`config.mk`:
```
export PLATFORM = sky130hd
export DESIGN_NAME = character_anim_fsm
export DESIGN_NICKNAME = d
export VERILOG_FILES = /design/src/rtl/character_anim_fsm.sv
export SDC_FILE = /design/constraint.sdc
export NUM_CORES = 1
export LEC_CHECK = 0
export CAP_MARGIN = 20
export CORE_ASPECT_RATIO = 1.2
export CORE_UTILIZATION = 33
export DETAILED_ROUTE_END_ITERATION = 16
export GPL_TIMING_DRIVEN = 0
export PLACE_DENSITY = 0.54
export SLEW_MARGIN = 30
export SYNTH_ARGS = -nofsm -noshare
export SYNTH_HDL_FRONTEND = slang
export SYNTH_SLANG_ARGS = --single-unit
```
`constraint.sdc`:
```
create_clock -name Clk -period 6.1 [get_ports Clk]
set_input_delay 1.525 -clock Clk [delete_from_list [all_inputs] [get_ports Clk]]
set_output_delay 1.525 -clock Clk [all_outputs]
set_load 0.05 [all_outputs]
```
`src/rtl/character_anim_fsm.sv`:
```
// Per-character animation sequencer: level requests -> action state, sprite frame, strobes, pulses.
// Latency: updates 2 Clk after a frame_clk rise is sampled; no backpressure (requests are levels, sampled on ticks).
module character_anim_fsm #(
    parameter int DLY_W       = 8,
    parameter int FRAME_W     = 8,
    parameter int CD_W        = 8,
    parameter int DLY_STAND   = 10,
    parameter int DLY_MOVE    = 10,
    parameter int DLY_ATTACK  = 3,
    parameter int DLY_DEF     = 10,
    parameter int DLY_HURT    = 10,
    parameter int LAST_STAND  = 8,
    parameter int LAST_MOVER  = 8,
    parameter int LAST_MOVEL  = 9,
    parameter int LAST_ATTACK = 5,
    parameter int LAST_DEF    = 0,
    parameter int LAST_HURT   = 4,
    parameter int ATTACK_CD   = 16,
    parameter bit FACE_INIT   = 1'b1
) (
    input  logic               Clk,
    input  logic               Reset,
    input  logic               frame_clk,
    input  logic               req_attack,
    input  logic               req_move_r,
    input  logic               req_move_l,
    input  logic               req_defense,
    input  logic               req_hurt,
    output logic [2:0]         state_out,
    output logic [FRAME_W-1:0] frame_num,
    output logic               stand,
    output logic               attack,
    output logic               move_l,
    output logic               move_r,
    output logic               facing,
    output logic               anim_done,
    output logic               hit_blocked,
    output logic               cooldown_active
);

    typedef enum logic [2:0] {
        ST_STAND   = 3'd0,
        ST_ATTACK  = 3'd1,
        ST_MOVE_L  = 3'd2,
        ST_MOVE_R  = 3'd3,
        ST_DEFENSE = 3'd4,
        ST_HURT    = 3'd5
    } state_t;

    localparam logic [DLY_W-1:0]   D_STAND  = DLY_W'(DLY_STAND);
    localparam logic [DLY_W-1:0]   D_MOVE   = DLY_W'(DLY_MOVE);
    localparam logic [DLY_W-1:0]   D_ATTACK = DLY_W'(DLY_ATTACK);
    localparam logic [DLY_W-1:0]   D_DEF    = DLY_W'(DLY_DEF);
    localparam logic [DLY_W-1:0]   D_HURT   = DLY_W'(DLY_HURT);
    localparam logic [FRAME_W-1:0] L_STAND  = FRAME_W'(LAST_STAND);
    localparam logic [FRAME_W-1:0] L_MOVER  = FRAME_W'(LAST_MOVER);
    localparam logic [FRAME_W-1:0] L_MOVEL  = FRAME_W'(LAST_MOVEL);
    localparam logic [FRAME_W-1:0] L_ATTACK = FRAME_W'(LAST_ATTACK);
    localparam logic [FRAME_W-1:0] L_DEF    = FRAME_W'(LAST_DEF);
    localparam logic [FRAME_W-1:0] L_HURT   = FRAME_W'(LAST_HURT);
    localparam logic [CD_W-1:0]    CD_LOAD  = CD_W'(ATTACK_CD);

    state_t             state, state_nxt, winner;
    logic [DLY_W-1:0]   delay, delay_nxt, dly_lim;
    logic [FRAME_W-1:0] frame_nxt, last_lim;
    logic [FRAME_W-1:0] adv_frame_loop, adv_frame_sat;
    logic [DLY_W-1:0]   adv_delay;
    logic [CD_W-1:0]    cooldown, cd_nxt;
    logic               facing_nxt, done_nxt, blocked_nxt;
    logic               frame_clk_d, tick;
    logic               frame_due, at_last;

    // Rising-edge detect of the slow frame clock; reset preloads history so no edge follows reset.
    always_ff @(posedge Clk) begin
        if (Reset) begin
            frame_clk_d <= frame_clk;
            tick        <= 1'b0;
        end else begin
            frame_clk_d <= frame_clk;
            tick        <= frame_clk & ~frame_clk_d;
        end
    end

    always_comb begin
        dly_lim  = D_STAND;
        last_lim = L_STAND;
        case (state)
            ST_ATTACK:  begin dly_lim = D_ATTACK; last_lim = L_ATTACK; end
            ST_MOVE_L:  begin dly_lim = D_MOVE;   last_lim = L_MOVEL;  end
            ST_MOVE_R:  begin dly_lim = D_MOVE;   last_lim = L_MOVER;  end
            ST_DEFENSE: begin dly_lim = D_DEF;    last_lim = L_DEF;    end
            ST_HURT:    begin dly_lim = D_HURT;   last_lim = L_HURT;   end
            default:    begin dly_lim = D_STAND;  last_lim = L_STAND;  end
        endcase
    end

    assign frame_due = (delay >= dly_lim);
    assign at_last   = (frame_num >= last_lim);

    always_comb begin
        adv_delay      = delay + DLY_W'(1);
        adv_frame_loop = frame_num;
        adv_frame_sat  = frame_num;
        if (frame_due) begin
            adv_delay      = '0;
            adv_frame_loop = at_last ? '0 : frame_num + FRAME_W'(1);
            adv_frame_sat  = at_last ? frame_num : frame_num + FRAME_W'(1);
        end
    end

    // Request priority for the interruptible states; uses the pre-tick cooldown value.
    always_comb begin
        winner = ST_STAND;
        if (req_hurt)
            winner = ST_HURT;
        else if (req_attack && (cooldown == '0))
            winner = ST_ATTACK;
        else if (req_defense)
            winner = ST_DEFENSE;
        else if (req_move_r && !req_move_l)
            winner = ST_MOVE_R;
        else if (req_move_l && !req_move_r)
            winner = ST_MOVE_L;
    end

    always_comb begin
        state_nxt   = state;
        delay_nxt   = delay;
        frame_nxt   = frame_num;
        cd_nxt      = cooldown;
        facing_nxt  = facing;
        done_nxt    = 1'b0;
        blocked_nxt = 1'b0;
        if (tick) begin
            if (cooldown != '0)
                cd_nxt = cooldown - CD_W'(1);
            case (state)
                ST_STAND, ST_MOVE_L, ST_MOVE_R: begin
                    if (winner == state) begin
                        delay_nxt = adv_delay;
                        frame_nxt = adv_frame_loop;
                    end else begin
                        state_nxt = winner;
                        delay_nxt = '0;
                        frame_nxt = '0;
                        if (winner == ST_MOVE_R)
                            facing_nxt = 1'b1;
                        else if (winner == ST_MOVE_L)
                            facing_nxt = 1'b0;
                    end
                end
                ST_ATTACK: begin
                    if (req_hurt) begin
                        state_nxt = ST_HURT;
                        delay_nxt = '0;
                        frame_nxt = '0;
                    end else if (frame_due && at_last) begin
                        state_nxt = ST_STAND;
                        delay_nxt = '0;
                        frame_nxt = '0;
                        done_nxt  = 1'b1;
                        cd_nxt    = CD_LOAD;
                    end else begin
                        delay_nxt = adv_delay;
                        frame_nxt = adv_frame_loop;
                    end
                end
                ST_HURT: begin
                    if (frame_due && at_last) begin
                        state_nxt = ST_STAND;
                        delay_nxt = '0;
                        frame_nxt = '0;
                        done_nxt  = 1'b1;
                    end else begin
                        delay_nxt = adv_delay;
                        frame_nxt = adv_frame_loop;
                    end
                end
                ST_DEFENSE: begin
                    // A hit while guarding is absorbed even if the guard is being dropped this tick.
                    if (req_hurt) begin
                        blocked_nxt = 1'b1;
                        delay_nxt   = adv_delay;
                        frame_nxt   = adv_frame_sat;
                    end else if (!req_defense) begin
                        state_nxt = ST_STAND;
                        delay_nxt = '0;
                        frame_nxt = '0;
                    end else begin
                        delay_nxt = adv_delay;
                        frame_nxt = adv_frame_sat;
                    end
                end
                default: begin
                    state_nxt = ST_STAND;
                    delay_nxt = '0;
                    frame_nxt = '0;
                end
            endcase
        end
    end

    always_ff @(posedge Clk) begin
        if (Reset) begin
            state       <= ST_STAND;
            delay       <= '0;
            frame_num   <= '0;
            cooldown    <= '0;
            facing      <= FACE_INIT;
            anim_done   <= 1'b0;
            hit_blocked <= 1'b0;
            stand       <= 1'b0;
            attack      <= 1'b0;
            move_l      <= 1'b0;
            move_r      <= 1'b0;
        end else begin
            state       <= state_nxt;
            delay       <= delay_nxt;
            frame_num   <= frame_nxt;
            cooldown    <= cd_nxt;
            facing      <= facing_nxt;
            anim_done   <= done_nxt;
            hit_blocked <= blocked_nxt;
            if (tick) begin
                stand  <= (state_nxt == ST_STAND);
                attack <= (state_nxt == ST_ATTACK);
                move_l <= (state_nxt == ST_MOVE_L);
                move_r <= (state_nxt == ST_MOVE_R);
            end
        end
    end

    assign state_out       = state;
    assign cooldown_active = (cooldown != '0);

endmodule

```
==> impl_metrics.json, run 1 <==
{
  "status": "completed",
  "clkTransAtPathRegs_ps": 80,
  "critical_path_class": "reg -> out",
  "finalHoldViolations": 0,
  "fin_ws_ps": 1800,
  "finalSetupViolCount": 0,
  "synth.ff_latch_count": 36,
  "slew_headroom_pct": 58.5,
  "yosysSeqAreaShare_pct": 35.4,
  "synth-edff-count": 0,
  "cts-root-buf": "clkbuf_8",
  "yosys.cell_types.count": 57,
  "timing.hold.ws_ps": 386,
  "grt_usage_pct": 16.0,
  "seqPwrFrac_pct": 37.5,
  "synth.area.top_cells": "dfxtp_1 (35%), ha_1 (6.1%), nand2_1 (3.5%)",
  "io_pins": 27,
  "die_w_um": 73.7,
  "pre_cts_slack_ps": 2150,
  "gp_congestion": 0.838,
  "final_util_pct": 41.4,
  "drtPass1Iterations": 4,
  "synth_top_family_by_area": "simple AND/OR/NAND/NOR gates",
  "die_h_um": 88.0,
  "drive_gt1_share_pct": 9.40,
  "reg2reg_depth": 10,
  "grt_pass1_vias": 1661,
  "final_nets": 283,
  "layout.area.seq_um2": 721,
  "tns_ps": 0,
  "synth.top_cell.area_share_pct": 35.4,
  "synth.avg_cell_area_um2": 8.70,
  "dieArea_um2": 6490,
  "syn_nets": 252,
  "final_common_cell": "dfxtp_1",
  "power_density_nw_per_um2": 290,
  "fmax_mhz": 233,
  "p_leak_nw": 0.940,
  "async_flop_share_pct": 0,
  "crit_start": "cooldown[1]$_SDFFE_PP0P_",
  "cts_setup_buffers": 0,
  "h-tree-depth": 2,
  "synthCells": 234,
  "drtAntennaViolNets": 0,
  "fin_area_um2": 2490,
  "io_buffers": 24,
  "area_delta_synth_final_pct": 22.1,
  "cts.path.max_buffers": 2,
  "p_int_mw": 0.464,
  "yosysTopAreaCell": "dfxtp_1",
  "fin_crit_ps": 4300,
  "combPwrFrac_pct": 33.7,
  "core.rowCount": 31,
  "swShare_pct": 35.6,
  "multi_input_area_um2": 1230,
  "r2r-end": "frame_num[1]$_SDFFE_PP0P_",
  "worstMarginPinSlew_ps": 618,
  "ys.flop_type": "dfxtp_1",
  "synth_compound_area_share_pct": 22.9,
  "vias_per_cell": 5.28,
  "start_util_pct": 33.9,
  "routedWlPerCell_um": 14.0,
  "rsz0062_at_grt": "false",
  "grt_max_degree": 12,
  "cts.repair.resized": 0,
  "vdd_drop_max_mv": 0.115,
  "slew_viol_final": 0,
  "hpwlAfterDp_um": 3560,
  "insertedDiodeCount": 0,
  "rrSetupSlack_ps": 3090,
  "rr_startpoint": "state_out[0]$_SDFF_PP0_",
  "cts_tree": "yes",
  "min-delay-start": "frame_clk_d$_DFF_P_",
  "hp-class": "reg -> reg",
  "grt_pass1_wl_um": 8000,
  "yosys.area_share.adder_pct": 6.15,
  "endpoint_kind": "output port",
  "startpoint_type": "flop",
  "hold_depth": 1,
  "numClockSinks": 36,
  "final_cell_mix": "dfxtp_1 (36), clkdlybuf4s50_1 (24), nor2_1 (19), nand2_1 (19), a21oi_1 (14)",
  "grt_antenna_before_repair": 0,
  "switching_power_mw": 0.257,
  "arrival_ps": 2770,
  "routed-via-count": 1836,
  "cp.required_ps": 4580,
  "yosysWarnings": 0,
  "finClkSkew_ps": 9.95,
  "numCtsBuffers": 5,
  "fin_crit_sh_pct": 70.5,
  "clkLatencyLatePin_ps": 290,
  "synth_xor_area_share_pct": 2.15,
  "postRouteWirelength_um": 4870,
  "fill_cells": 611,
  "cp_max_fo": 5,
  "drtIter0Drc": 79,
  "drc_errors": 0,
  "hold_buffers": 0,
  "muxShareOfSynthArea_pct": 0.983,
  "dpl_cell_area_um2": 2380,
  "endpoint": "cooldown_active",
  "core_area_um2": 6010,
  "syn_area_um2": 2040,
  "p_clk_share_pct": 28.9,
  "overflow": 0,
  "cap_violations": 0,
  "yosys.area_share.simple_pct": 28.2
}
cells in the mapped netlist, types with 4 or more instances:
library cell	count
nor3_1	6
dfxtp_1	36
nand2b_1	11
ha_1	10
nand2_1	19
nor2_1	19
nor2b_1	8
a31oi_1	8
inv_1	10
a21oi_1	14
a22o_1	8
o21ai_0	11
clkbuf_1	7
xnor2_1	4
how the worst min path moves through the flow:
| stage | endpoint | slack [ps] |
|---|---|---|
| 2_1_floorplan | tick$_SDFF_PP0_ | 370 |
| 3_3_place_gp | tick$_SDFF_PP0_ | 380 |
| 3_5_place_dp | tick$_SDFF_PP0_ | 380 |
| 4_1_cts | tick$_SDFF_PP0_ | 390 |
| 5_1_grt | tick$_SDFF_PP0_ | 400 |
| 6_report | tick$_SDFF_PP0_ | 390 |
flip-flops by register name, indices dropped and copies added (netlist names):
name	count
attack	1
stand	1
tick	1
state_out	3
facing	1
cooldown	8
move_r	1
move_l	1
delay	8
frame_num	8
hit_blocked	1
anim_done	1
frame_clk_d	1
per-layer routing:
metal	routed length (um)	vias to the layer above	global-route usage [%]
met5	0	-	0
met4	76	0	5.59
met3	163	8	3.68
met2	2300	33	25.9
met1	2330	873	20.8
li1	-	922	-
worst max-delay path, cell delays in order, from the launching register on:
cell and delay [ps]:
dfxtp_1 340, inv_1 80, ha_1 230, or4b_2 680
nor4_4 320, inv_1 120, clkdlybuf4s50_1 720
kinds of logic (layout without fill, tap and decap cells):
group / Yosys count / after routing
AND/OR/NAND/NOR: 95 / 95
AO/OA/AOI/OAI: 65 / 65
flip-flops: 36 / 36
buffers and inverters: 21 / 53
adder cells (fa/ha/maj): 10 / 10
XOR/XNOR: 5 / 5
multiplexers: 2 / 2
stage by stage:
stage	cells	total power, mW
after detailed placement	340	0.517
final	348	0.721
after CTS	348	0.726
after global placement	340	0.514
after global routing	348	0.760
after floorplan	234	0.455
power by group through the flow:
| stage | clock [mW] | sequential, mW | combinational, mW |
|---|---|---|---|
| finish | 0.208 | 0.270 | 0.243 |
| detailed placement | 0 | 0.275 | 0.241 |
| global placement | 0 | 0.275 | 0.240 |
| global route | 0.222 | 0.272 | 0.266 |
| floorplan | 0 | 0.276 | 0.179 |
| CTS | 0.214 | 0.270 | 0.243 |
layout make-up:
cell class / count / area share [%]
flip-flops and latches: 36 / 29.0
well taps: 82 / 4.13
repair buffers: 24 / 9.66
clock inverters: 2 / 1.41
multi-input cells: 177 / 49.5
plain buffers: 10 / 1.76
inverters: 11 / 1.66
clock buffers: 6 / 2.92
No activity file was read; power rests on OpenSTA's default activity.
==> inputs of run 2 (changes only) <==
clock period = 4.4 ns   (was 6.1 ns; I/O delays follow)
==> results of run 2 <==
Same layout as run 1 (identical final DEF). Status: completed.
Among the figures that moved: setup slack after placement 2150 ps -> 872 ps; setup slack after layout 1800 ps -> 525 ps; register-to-register setup slack 3090 ps -> 1390 ps; total power 0.721 mW -> 1.00 mW; worst IR drop on VDD 0.115 mV -> 0.160 mV
==> inputs of run 3 (changes only) <==
CAP_MARGIN = default   (was 20)
==> results of run 3 <==
Same layout as run 1 (identical final DEF). Status: completed.
Among the figures that moved: setup slack after placement 2150 ps -> 872 ps; setup slack after layout 1800 ps -> 525 ps; register-to-register setup slack 3090 ps -> 1390 ps; total power 0.721 mW -> 1.00 mW; worst IR drop on VDD 0.115 mV -> 0.160 mV
